## config.mk

```make
export PLATFORM = sky130hd
export DESIGN_NAME = paraleloserie_com_flat
export DESIGN_NICKNAME = d
export VERILOG_FILES = /design/src/rtl/paraleloserie_com_pkg.sv /design/src/rtl/paraleloserie_com_if.sv /design/src/rtl/ps_shift8.sv /design/src/rtl/paraleloserie_com.sv /design/src/flat_wrapper.sv
export SDC_FILE = /design/constraint.sdc
export NUM_CORES = 1
export LEC_CHECK = 0
export ABC_AREA = 1
export BUFFER_PORTS_ARGS = -buffer_cell sky130_fd_sc_hd__buf_4
export CAP_MARGIN = 10
export CORE_ASPECT_RATIO = 1.25
export CORE_MARGIN = 2
export CORE_UTILIZATION = 30
export CTS_BUF_LIST = sky130_fd_sc_hd__clkbuf_4 sky130_fd_sc_hd__clkbuf_8
export DETAILED_ROUTE_END_ITERATION = 10
export PLACE_DENSITY_LB_ADDON = 0.25
export SYNTH_ARGS = -nofsm -noshare
export SYNTH_HDL_FRONTEND = slang
export SYNTH_SLANG_ARGS = --single-unit
```

## constraint.sdc

```tcl
create_clock -name clk32f -period 1.5 [get_ports clk32f]
set_input_delay 0.3 -clock clk32f [delete_from_list [all_inputs] [get_ports clk32f]]
set_output_delay 0.3 -clock clk32f [all_outputs]
set_load 0.03 [all_outputs]
```

## src/rtl/paraleloserie_com_pkg.sv

```systemverilog
// Shared symbols and state type for the PCIe parallel/serial COM-IDL path.
package paraleloserie_com_pkg;

    localparam int WIDTH = 8;

    localparam logic [WIDTH-1:0] COM = 8'hBC;
    localparam logic [WIDTH-1:0] IDL = 8'h7C;

    typedef enum logic {
        SYNC   = 1'b0,
        ACTIVE = 1'b1
    } ps_state_e;

endpackage

```

## src/rtl/paraleloserie_com_if.sv

```systemverilog
// Byte handshake plus serial line and status flags of the transmitter.
interface paraleloserie_com_if;

    logic [paraleloserie_com_pkg::WIDTH-1:0] data_in;
    logic                                    valid_in;
    logic                                    ready;
    logic                                    out;
    logic                                    valido;
    logic                                    active;

    modport master (
        output data_in, valid_in,
        input  ready, out, valido, active
    );

    modport slave (
        input  data_in, valid_in,
        output ready, out, valido, active
    );

endinterface

```

## src/rtl/ps_shift8.sv

```systemverilog
// Byte load/shift register with its bit counter; boundary marks the last bit of a byte.
module ps_shift8
    import paraleloserie_com_pkg::*;
(
    input  logic             clk32f,
    input  logic             reset,
    input  logic [WIDTH-1:0] load_byte,
    output logic             msb,
    output logic             boundary
);

    logic [WIDTH-1:0] shift_q, shift_d;
    logic [2:0]       bitcnt_q, bitcnt_d;

    assign boundary = (bitcnt_q == 3'd7);
    assign msb      = shift_q[WIDTH-1];

    always_comb begin
        // NOTE: every output of a combinational block gets a default first, so no path can infer a latch.
        shift_d  = {shift_q[WIDTH-2:0], 1'b0};
        bitcnt_d = bitcnt_q + 3'd1;
        if (boundary) begin
            shift_d = load_byte;
        end
    end

    // NOTE: state flops use non-blocking assignments so all registers update from pre-edge values.
    always_ff @(posedge clk32f or posedge reset) begin
        if (reset) begin
            shift_q  <= COM;
            bitcnt_q <= '0;
        end else begin
            shift_q  <= shift_d;
            bitcnt_q <= bitcnt_d;
        end
    end

endmodule

```

## src/rtl/paraleloserie_com.sv

```systemverilog
// Parallel-to-serial transmitter: COM training burst, then data with IDL fill and periodic COM.
module paraleloserie_com
    import paraleloserie_com_pkg::*;
#(
    parameter int MIN_COM    = 4,
    parameter int COM_PERIOD = 16
) (
    input  logic                clk32f,
    input  logic                reset,
    paraleloserie_com_if.slave  bus
);

    localparam int              CSW       = $clog2(MIN_COM + 1);
    localparam logic [CSW-1:0]  CS_MAX    = CSW'(MIN_COM);
    localparam int              BCW       = (COM_PERIOD > 2) ? $clog2(COM_PERIOD) : 1;
    localparam logic [BCW-1:0]  BC_LAST   = BCW'(COM_PERIOD - 1);
    localparam bit              INSERT_EN = (COM_PERIOD != 0);

    ps_state_e        state_q, state_d;
    logic [CSW-1:0]   com_sent_q, com_sent_d;
    logic [BCW-1:0]   byte_cnt_q, byte_cnt_d;
    logic             valido_q, valido_d;

    logic             boundary;
    logic             msb;
    logic [WIDTH-1:0] load_byte;
    logic             enter_active;
    logic             com_insert;

    ps_shift8 u_shift (
        .clk32f    (clk32f),
        .reset     (reset),
        .load_byte (load_byte),
        .msb       (msb),
        .boundary  (boundary)
    );

    // The boundary that completes the burst already behaves as an ACTIVE slot.
    assign enter_active = (state_q == ACTIVE) || (com_sent_q == CS_MAX);
    assign com_insert   = INSERT_EN && enter_active && (byte_cnt_q == BC_LAST);

    assign bus.ready  = boundary && enter_active && !com_insert;
    assign bus.out    = msb;
    assign bus.valido = valido_q;
    assign bus.active = (state_q == ACTIVE);

    always_comb begin
        state_d    = state_q;
        com_sent_d = com_sent_q;
        byte_cnt_d = byte_cnt_q;
        valido_d   = valido_q;
        load_byte  = COM;
        if (boundary) begin
            if (!enter_active) begin
                com_sent_d = com_sent_q + CSW'(1);
                valido_d   = 1'b0;
            end else begin
                state_d = ACTIVE;
                if (com_insert) begin
                    byte_cnt_d = '0;
                    valido_d   = 1'b0;
                end else if (bus.valid_in && bus.ready) begin
                    load_byte  = bus.data_in;
                    byte_cnt_d = byte_cnt_q + BCW'(1);
                    valido_d   = 1'b1;
                end else begin
                    load_byte  = IDL;
                    byte_cnt_d = byte_cnt_q + BCW'(1);
                    valido_d   = 1'b0;
                end
            end
        end
    end

    always_ff @(posedge clk32f or posedge reset) begin
        if (reset) begin
            state_q    <= SYNC;
            com_sent_q <= CSW'(1);
            byte_cnt_q <= '0;
            valido_q   <= 1'b0;
        end else begin
            state_q    <= state_d;
            com_sent_q <= com_sent_d;
            byte_cnt_q <= byte_cnt_d;
            valido_q   <= valido_d;
        end
    end

endmodule
```

## src/flat_wrapper.sv

```systemverilog
// flat-port wrapper written by rule: the top's interface ports become plain ports
module paraleloserie_com_flat import paraleloserie_com_pkg::*;
#(
    parameter int MIN_COM    = 4,
    parameter int COM_PERIOD = 16
)
  (clk32f, reset, bus_data_in, bus_valid_in, bus_ready, bus_out, bus_valido, bus_active);
  paraleloserie_com_if bus_i ();
  input  logic clk32f;
  input  logic reset;
  input wire logic [$bits(bus_i.data_in)-1:0] bus_data_in;
  input wire logic [$bits(bus_i.valid_in)-1:0] bus_valid_in;
  output wire logic [$bits(bus_i.ready)-1:0] bus_ready;
  output wire logic [$bits(bus_i.out)-1:0] bus_out;
  output wire logic [$bits(bus_i.valido)-1:0] bus_valido;
  output wire logic [$bits(bus_i.active)-1:0] bus_active;
  assign bus_i.data_in = bus_data_in;
  assign bus_i.valid_in = bus_valid_in;
  assign bus_ready = bus_i.ready;
  assign bus_out = bus_i.out;
  assign bus_valido = bus_i.valido;
  assign bus_active = bus_i.active;
  paraleloserie_com #(.MIN_COM(MIN_COM), .COM_PERIOD(COM_PERIOD)) u_core (.clk32f(clk32f), .reset(reset), .bus(bus_i));
endmodule
```

==> results_dict.tcl, run 1 <==
set metrics [dict create \
    dr.first_iter.drc_count 3 \
    setup-violations-final 1 \
    synth_top_family_by_area "simple AND/OR/NAND/NOR gates" \
    hold-worst-slack_ps 6.08 \
    gr-total-overflow 0 \
    failed_checks "setup timing" \
    tritoncts "done" \
    regToRegEndpoint "u_core.u_shift.shift_q[5]" \
    critical_path.startpoint_type "flip-flop" \
    area_delta_synth_final_pct 38.6 \
    net-switching-power_mw 0.199 \
    synth.yosys.warnings 0 \
    synth_cells 84 \
    filler_cell_count 286 \
    critPathArrivalTime_ps 1380 \
    netlist_area_sq_um 871 \
    cp-end-kind "primary output" \
    hold_viol_final 0 \
    slowest_delay_ps 560 \
    instances_no_fill 145 \
    dp.final_hpwl_mm 1.11 \
    layout.area.seq_sq_um 508 \
    hold_buffers 0 \
    clockPowerShare_pct 41.5 \
    grt_pass1_vias 675 \
    chipHeight_um 64.2 \
    synth_seq_area_share_pct 58.3 \
    area_inside_the_core_boundary_sq_um 2730 \
    cp_common_cell "sky130_fd_sc_hd__nand2_4" \
    post_synth_fa_ha_maj_area_fraction_pct 7.18 \
    finalWorstPathRequiredPeriod_ps 1680 \
    cp_max_fo 2 \
    multi_input_area_sq_um 377 \
    number_of_top_level_design_ports 15 \
    antenna_found_initial 0 \
    compound_cell_area_share_of_the_yosys_netlist_pct 2.87 \
    clock_latency_ps 300 \
    internal_power_mw 0.852 \
    wire_per_inst_um 10.3 \
    ctsLongestPathBuffers 2 \
    leakage_nw 0.597 \
    grt_max_degree 21 \
    global_route_wire_length_before_repair_mm 2.75 \
    antennaDiodeCount 0 \
    final_net_count 128 \
    drive_above_1_share_pct 43.2 \
    ir_drop_uv 485 \
    total_wirelength_mm 1.49 \
    critical_path.cell_chain "inv_2 > ha_4 > nand2_4 > nand2_4 > nand3_4 > inv_4 > buf_6" \
    globalplace.congestion 0.698 \
    numCtsBuffers 3 \
    synth_seq_cells 20 \
    cts.clk_slew.worst_paths_ps 120 \
    fin_setup_tns_ps -181 \
    pwr-share-comb_pct 5.3 \
    min_delay_path_class "input pin to async pin" \
    grt_setup_unrepaired "yes" \
    final_cell_area_sq_um 1210 \
    maxClockFrequency_mhz 595 \
    route.vias.total 614 \
    num_rows 21 \
    power_density_nw_per_um2 870 \
    port_buffers 14 \
    h-tree-depth 1 \
    cts.sinks 20 \
    cp_num_buf_inv 3 \
    setup.worst_path.class "flip-flop to primary output" \
    r2r.worst_path.cells 9 \
    top_cell_family_by_delay_on_the_critical_path "flip-flops" \
    finalWorstSetupSlack_ps -181 \
    placed_cells_incl_taps 137 \
    route.antenna.remaining_nets 0 \
    globalRouteTotalUtil_pct 11.0 \
    min_period_over_period_pct 112 \
    route.detailed.drc 0 \
    postPlaceCellArea_sq_um 1060 \
    synth_simple_gate_area_share_pct 22.4 \
    initial_core_util_pct 31.9 \
    route.detailed.vias_per_inst 4.23 \
    power.switching_fraction_pct 18.9 \
    status "complete, but fails checks" \
    mappedNetlistNets 100 \
    timing.rr.start "u_core.com_sent_q[0]" \
    crit_slowest_cell "sky130_fd_sc_hd__dfstp_2" \
    timing.reg2reg.setup_slack_ps 80 \
    portion_of_netlist_area_occupied_by_mux_cells_pct 0 \
    synthesized_area_per_cell_sq_um 10.4 \
    firstDrtPassIters 4 \
    clockRootBuffer "sky130_fd_sc_hd__clkbuf_4" \
    fp.dieArea_sq_um 3350 \
    synthXorXnorAreaFrac_pct 4.02 \
    tightest_slew_ps 249 \
    floorplan.die.width_um 52.2 \
    drv_cap 0 \
    clock-skew-final_ps 5.51 \
    timing.final.max_slew_violations 0 \
    relSlewSlack_pct 83.4 \
    cp_data_required_time_ps 1200 \
    sequential_group_share_of_total_power_pct 53.2 \
    yosys.cell_types.count 19 \
]
## power groups by stage
stage | combinational [mW] | sequential, mW | clock, mW
4_1_cts | 0.0563 | 0.559 | 0.452
5_1_grt | 0.0622 | 0.561 | 0.473
3_5_place_dp | 0.0564 | 0.569 | 0
2_1_floorplan | 0.0177 | 0.573 | 0
3_3_place_gp | 0.0558 | 0.568 | 0
6_report | 0.0554 | 0.559 | 0.436
## tightest hold or removal path: cells and delay by family
family	cells	cell delay, ps
buffers and inverters	3	390
## cells in the final DEF (no fill, tap or decap), types with 2 or more instances in the layout
master,count
sky130_fd_sc_hd__buf_4,22
sky130_fd_sc_hd__nand3_2,2
sky130_fd_sc_hd__dfstp_2,6
sky130_fd_sc_hd__nor2_2,2
sky130_fd_sc_hd__inv_1,8
sky130_fd_sc_hd__clkbuf_4,3
sky130_fd_sc_hd__o21ai_0,3
sky130_fd_sc_hd__nand2_4,3
sky130_fd_sc_hd__nand2_1,13
sky130_fd_sc_hd__ha_4,2
sky130_fd_sc_hd__nand3_1,3
sky130_fd_sc_hd__dfrtp_1,14
sky130_fd_sc_hd__xor2_1,3
sky130_fd_sc_hd__buf_6,2
sky130_fd_sc_hd__nor2_1,13
sky130_fd_sc_hd__ha_1,3
## cells by family (layout without fill, tap and decap cells)
group,after synthesis,in the layout
AO/OA/AOI/OAI,5,5
XOR/XNOR,4,4
flip-flops,20,20
AND/OR/NAND/NOR,39,39
buffers and inverters,11,38
adder cells (fa/ha/maj),5,5
## state kept, by name (all words and copies together) (netlist names)
| register | count |
|---|---|
| u_core.bus.active | 1 |
| u_core.u_shift.bitcnt_q | 3 |
| u_core.byte_cnt_q | 4 |
| u_core.com_sent_q | 3 |
| u_core.u_shift.shift_q | 8 |
| u_core.bus.valido | 1 |
## final cells by class
| class | instances | area share, % |
|---|---|---|
| clock inverter | 1 | 2.49 |
| timing repair buffer | 24 | 15.5 |
| multi-input combinational | 53 | 31.2 |
| clock buffer | 3 | 1.87 |
| sequential | 20 | 42.1 |
| tap | 34 | 3.52 |
| inverter | 10 | 3.32 |
## per-stage QoR
stage                     power (mW)  setup WS [ps]  utilization (%)
after floorplan                0.591            122                -
after global placement         0.624           47.1             38.6
after detailed placement       0.625           37.2             38.6
after CTS                       1.07           -209             42.4
after global routing            1.10           -253             44.2
final                           1.05           -181             44.2
## how the worst max path moves through the flow
stage,startpoint,endpoint,slack (ps),depth (start not counted)
after floorplan,u_core.com_sent_q[0],bus_ready,120,6
after global placement,u_core.com_sent_q[0],bus_ready,50,7
after detailed placement,u_core.com_sent_q[0],bus_ready,40,7
after CTS,u_core.com_sent_q[0],bus_ready,-210,7
after global routing,u_core.com_sent_q[0],bus_ready,-250,7
final,u_core.com_sent_q[0],bus_ready,-180,7
## cells in the mapped netlist, drive strengths merged
library cell / number / area share, %
nand3: 6 / 5.2
nand2: 16 / 8.0
inv: 10 / 4.3
dfrtp: 14 / 40
nor2: 16 / 7.8
xnor2: 1 / 1.0
nand4: 1 / 1.4
ha: 5 / 7.2
dfstp: 6 / 18
o21ai: 4 / 2.3
a21oi: 1 / 0.57
buf: 1 / 0.86
xor2: 3 / 3.0
## timing repair
action | 4_1_cts | 5_1_grt
hold endpoints to repair | 0 | 0
endpoints found under the setup margin | 1 | 10
resized for setup | 7 | 8
buffers inserted | 3 | 1
pin swaps | 1 | 2
## routing by layer
| metal | vias up | wire length (um) | GRT usage, % |
|---|---|---|---|
| li1 | 313 | - | - |
| met1 | 292 | 637 | 13.0 |
| met2 | 7 | 798 | 18.4 |
| met3 | 2 | 42 | 2.80 |
| met4 | 0 | 14 | 4.81 |
| met5 | - | 0 | 0 |
(Power assumes the default switching activity.)
==> run 2: changes to the inputs <==
- CELL_PAD_IN_SITES_DETAIL_PLACEMENT: default -> 1
- CELL_PAD_IN_SITES_GLOBAL_PLACEMENT: default -> 1
==> results_dict.tcl, run 2 (synthesized netlist as in run 1, its figures left out) <==
set metrics [dict create \
    largest_register "u_core.u_shift.shift_q" \
    hold_buffers 0 \
    instances_no_fill 144 \
    gr-total-overflow 0 \
    setup.worst_path.class "flip-flop to primary output" \
    area_inside_the_core_boundary_sq_um 2730 \
    antenna_found_initial 0 \
    finalWorstSetupSlack_ps -184 \
    largest_register_ff_count 8 \
    cp_data_required_time_ps 1200 \
    cts.clk_slew.worst_paths_ps 110 \
    min_period_over_period_pct 112 \
    failed_checks "setup timing" \
    r2r.worst_path.cells 8 \
    chipHeight_um 64.2 \
    min_delay_path_class "input pin to async pin" \
    fin_setup_tns_ps -184 \
    clock_latency_ps 290 \
    numCtsBuffers 3 \
    timing.rr.start "u_core.com_sent_q[0]" \
    power_density_nw_per_um2 769 \
    ir_drop_uv 495 \
    total_wirelength_mm 1.71 \
    final_net_count 127 \
    clock-skew-final_ps 6.57 \
    ctsLongestPathBuffers 2 \
    firstDrtPassIters 3 \
    globalplace.congestion 0.664 \
    wire_per_inst_um 11.9 \
    maxClockFrequency_mhz 594 \
    dp.final_hpwl_mm 1.26 \
    critPathArrivalTime_ps 1380 \
    dr.first_iter.drc_count 5 \
    regToRegEndpoint "u_core.com_sent_q[1]" \
    cp_max_fo 2 \
    route.detailed.drc 0 \
    grt_pass1_vias 722 \
    setup-violations-final 1 \
    number_of_top_level_design_ports 15 \
    floorplan.die.width_um 52.2 \
    status "complete, but fails checks" \
    relSlewSlack_pct 83.6 \
    finalWorstPathRequiredPeriod_ps 1680 \
    final_cell_area_sq_um 1150 \
    leakage_nw 0.596 \
    cts.sinks 20 \
    timing.reg2reg.setup_slack_ps 60 \
    cp-end-kind "primary output" \
    globalRouteTotalUtil_pct 11.9 \
    timing.final.max_slew_violations 0 \
    grt_max_degree 21 \
    layout_commonest_cell "sky130_fd_sc_hd__buf_4" \
    postPlaceCellArea_sq_um 1060 \
    drv_cap 0 \
    port_buffers 14 \
    num_rows 21 \
    h-tree-depth 1 \
    dp_worst_setup_slack_ps 14.8 \
    tightest_slew_ps 246 \
    route.antenna.remaining_nets 0 \
    fp.dieArea_sq_um 3350 \
    layout_top_registers "u_core.u_shift.shift_q: 8 flops, u_core.byte_cnt_q: 4 flops" \
    initial_core_util_pct 31.9 \
    filler_cell_count 330 \
    tritoncts "done" \
    global_route_wire_length_before_repair_mm 2.95 \
    hold_viol_final 0 \
    drive_above_1_share_pct 41.8 \
    critical_path.startpoint_type "flip-flop" \
    placed_cells_incl_taps 137 \
    layout_common_cells "sky130_fd_sc_hd__buf_4, sky130_fd_sc_hd__nor2_1, sky130_fd_sc_hd__dfrtp_1, sky130_fd_sc_hd__nand2_1, sky130_fd_sc_hd__inv_1" \
    finish.utilization_pct 42.1 \
    antennaDiodeCount 0 \
    route.vias.total 634 \
    area_delta_synth_final_pct 32.0 \
    clockRootBuffer "sky130_fd_sc_hd__clkbuf_4" \
    grt_setup_unrepaired "yes" \
    route.detailed.vias_per_inst 4.40 \
]
==> run 2: cell types whose count changed in the layout (fill, tap and decap cells not counted), sizes merged <==
cell | before | now
buf | 24 | 23
clkbuf | 3 | 4
bufinv | 1 | 0
==> run 2: cell type report <==
class | count | area, sq um | area share, %
Clock buffer | 4 | 30.0 | 2.61
Inverter | 10 | 37.5 | 3.26
Multi-Input combinational cell | 53 | 355 | 30.9
Sequential cell | 20 | 508 | 44.2
Tap cell | 34 | 42.5 | 3.70
Timing Repair Buffer | 23 | 176 | 15.3
==> run 2: worst max-delay path by stage <==
stage	startpoint	endpoint	cells after the start	slack, ps
after floorplan	u_core.com_sent_q[0]	bus_ready	6	120
after global placement	u_core.com_sent_q[0]	bus_ready	7	40
after detailed placement	u_core.com_sent_q[0]	bus_ready	7	10
after CTS	u_core.com_sent_q[0]	bus_ready	7	-220
after global routing	u_core.com_sent_q[0]	bus_ready	7	-260
final	u_core.com_sent_q[0]	bus_ready	7	-180
==> run 2: power breakdown <==
group	switching, mW	leakage, nW	internal [mW]	total, mW
Combinational	0.0285	0.347	0.0267	0.0553
Sequential	0.00319	0.231	0.555	0.558
Clock	0.150	0.0184	0.121	0.271
Total	0.181	0.596	0.703	0.885
==> run 2: layer usage <==
metal / vias to the layer above / wire length, um / global-route usage, %
li1: 312 / - / -
met1: 313 / 624 / 13.0
met2: 7 / 1030 / 21.5
met3: 2 / 35 / 1.40
met4: 0 / 17 / 6.73
met5: - / 0 / 0
==> run 2: stage by stage <==
step	hold WS, ps	power (mW)
after floorplan	259	0.591
after global placement	349	0.624
after detailed placement	360	0.626
after CTS	18.5	0.911
after global routing	47.6	0.932
final	19.4	0.885
==> run 2: what timing repair did <==
action,CTS,global route
setup buffers,2,1
setup endpoints to repair,1,5
gates resized for setup,6,4
pin swaps,2,2
==> run 2: critical path, cell delays in order, from the launching register on <==
cell	delay (ps)
sky130_fd_sc_hd__dfstp_2	550
sky130_fd_sc_hd__inv_2	40
sky130_fd_sc_hd__ha_4	150
sky130_fd_sc_hd__nand2_4	50
sky130_fd_sc_hd__nand2_4	50
sky130_fd_sc_hd__nand3_4	60
sky130_fd_sc_hd__inv_2	40
sky130_fd_sc_hd__buf_6	130
==> run 3: changes to the inputs <==
==> constraint.sdc (replaced) <==
create_clock -name clk32f -period 1.5 [get_ports clk32f]
set_input_delay 0.3 -clock clk32f [delete_from_list [all_inputs] [get_ports clk32f]]
set_output_delay 0.3 -clock clk32f [all_outputs]
set_load 0.05 [all_outputs]
==> results_dict.tcl, run 3 (synthesized netlist as in run 1, its figures left out) <==
set metrics [dict create \
    finalWorstSetupSlack_ps -207 \
    cp_max_fo 2 \
    finalWorstPathRequiredPeriod_ps 1710 \
    total_wirelength_mm 1.66 \
    dp_worst_setup_slack_ps 23.2 \
    port_buffers 14 \
    firstDrtPassIters 2 \
    critical_path.cell_chain "inv_2 > ha_4 > nand2_4 > nand2_4 > nand3_4 > inv_2 > buf_8" \
    number_of_top_level_design_ports 15 \
    h-tree-depth 1 \
    timing.final.max_slew_violations 0 \
    route.detailed.vias_per_inst 4.52 \
    power_density_nw_per_um2 817 \
    largest_register "u_core.u_shift.shift_q" \
    fin_setup_tns_ps -207 \
    leakage_nw 0.594 \
    initial_core_util_pct 31.9 \
    clock-skew-final_ps 3.67 \
    global_route_wire_length_before_repair_mm 2.81 \
    top_cell_family_by_delay_on_the_critical_path "flip-flops" \
    antenna_found_initial 0 \
    critPathArrivalTime_ps 1410 \
    ir_drop_uv 464 \
    floorplan.die.width_um 52.2 \
    ctsLongestPathBuffers 2 \
    tritoncts "done" \
    critical_path.startpoint_type "flip-flop" \
    area_delta_synth_final_pct 31.6 \
    failed_checks "setup timing" \
    largest_register_ff_count 8 \
    min_period_over_period_pct 114 \
    tightest_slew_ps 251 \
    area_inside_the_core_boundary_sq_um 2730 \
    wire_per_inst_um 11.6 \
    clockRootBuffer "sky130_fd_sc_hd__clkbuf_4" \
    final_net_count 126 \
    dp.final_hpwl_mm 1.25 \
    num_rows 21 \
    route.vias.total 647 \
    globalRouteTotalUtil_pct 11.6 \
    antennaDiodeCount 0 \
    route.detailed.drc 0 \
    slowest_delay_ps 550 \
    dr.first_iter.drc_count 2 \
    layout_commonest_cell "sky130_fd_sc_hd__buf_4" \
    cp_num_buf_inv 3 \
    fin_total_pwr_mw 0.936 \
    maxClockFrequency_mhz 586 \
    grt_pass1_vias 662 \
    gr-total-overflow 0 \
    layout_common_cells "sky130_fd_sc_hd__buf_4, sky130_fd_sc_hd__nor2_1, sky130_fd_sc_hd__nand2_1, sky130_fd_sc_hd__dfrtp_1, sky130_fd_sc_hd__inv_1" \
    route.antenna.remaining_nets 0 \
    drive_above_1_share_pct 41.3 \
    cts.clk_slew.worst_paths_ps 110 \
    setup-violations-final 1 \
    clock_latency_ps 300 \
    grt_max_degree 21 \
    drv_cap 0 \
    cts.sinks 20 \
    layout_top_registers "u_core.u_shift.shift_q: 8 flops, u_core.byte_cnt_q: 4 flops" \
    status "complete, but fails checks" \
    timing.reg2reg.setup_slack_ps 30 \
    fp.dieArea_sq_um 3350 \
    postPlaceCellArea_sq_um 1060 \
    relSlewSlack_pct 83.3 \
    setup.worst_path.class "flip-flop to primary output" \
    globalplace.congestion 0.683 \
    grt_setup_unrepaired "yes" \
    final_cell_area_sq_um 1150 \
    crit_slowest_cell "sky130_fd_sc_hd__dfstp_2" \
    cp-end-kind "primary output" \
    min_delay_path_class "input pin to async pin" \
    numCtsBuffers 3 \
    chipHeight_um 64.2 \
    cp_data_required_time_ps 1200 \
    hold_viol_final 0 \
]
==> run 3: path summary, 6_finish.rpt <==
| path | start | endpoint | depth (start not counted) |
|---|---|---|---|
| hold / removal | reset | u_core.com_sent_q[1] | 3 |
| setup reg to reg | u_core.com_sent_q[0] | u_core.u_shift.shift_q[5] | 9 |
| setup / recovery | u_core.com_sent_q[0] | bus_ready | 7 |
| min in group clk32f | bus_data_in[0] | u_core.u_shift.shift_q[0] | 3 |
| hold reg to reg | u_core.u_shift.bitcnt_q[0] | u_core.u_shift.bitcnt_q[0] | 1 |
| max in group asynchronous | reset | u_core.u_shift.shift_q[4] | 3 |
==> run 3: where the power goes <==
part	switching [mW]	internal, mW	total (mW)
Sequential	0.00344	0.555	0.559
Clock	0.170	0.148	0.318
Combinational	0.0327	0.0268	0.0595
==> run 3: tightest hold or removal path: stages <==
cell and delay (ps):
sky130_fd_sc_hd__buf_4 110, sky130_fd_sc_hd__inv_1 40, sky130_fd_sc_hd__buf_4 250
==> run 3: layout make-up <==
class	count	area [sq um]
inverter	10	37.5
timing repair buffer	22	173
fill	320	1590
clock buffer	4	36.3
sequential	20	509
multi-input combinational	53	348
tap	34	42.5
==> run 3: stage by stage <==
step | hold slack (ps) | instances | utilization (%)
after floorplan | 259 | 84 | -
after global placement | 351 | 137 | 38.7
after detailed placement | 353 | 137 | 38.7
after CTS | 8.89 | 142 | 41.4
after global routing | 27.3 | 143 | 41.9
final | 7.79 | 143 | 41.9
==> run 3: routing by layer <==
layer	GRT usage [%]	part of all wire, %	up-vias	wire (um)
li1	-	-	310	-
met1	12.8	40	324	662
met2	20.1	55	9	912
met3	2.80	3.5	4	59
met4	5.77	1.7	0	28
met5	0	0	-	0
==> run 3: repair_timing <==
action | in CTS | in global routing
hold buffers | 0 | 0
buffers inserted | 1 | 1
endpoints found under the hold margin | 0 | 0
pin swaps | 1 | 0
setup endpoints to repair | 1 | 8
cloned | 0 | 0
gates resized for setup | 7 | 2
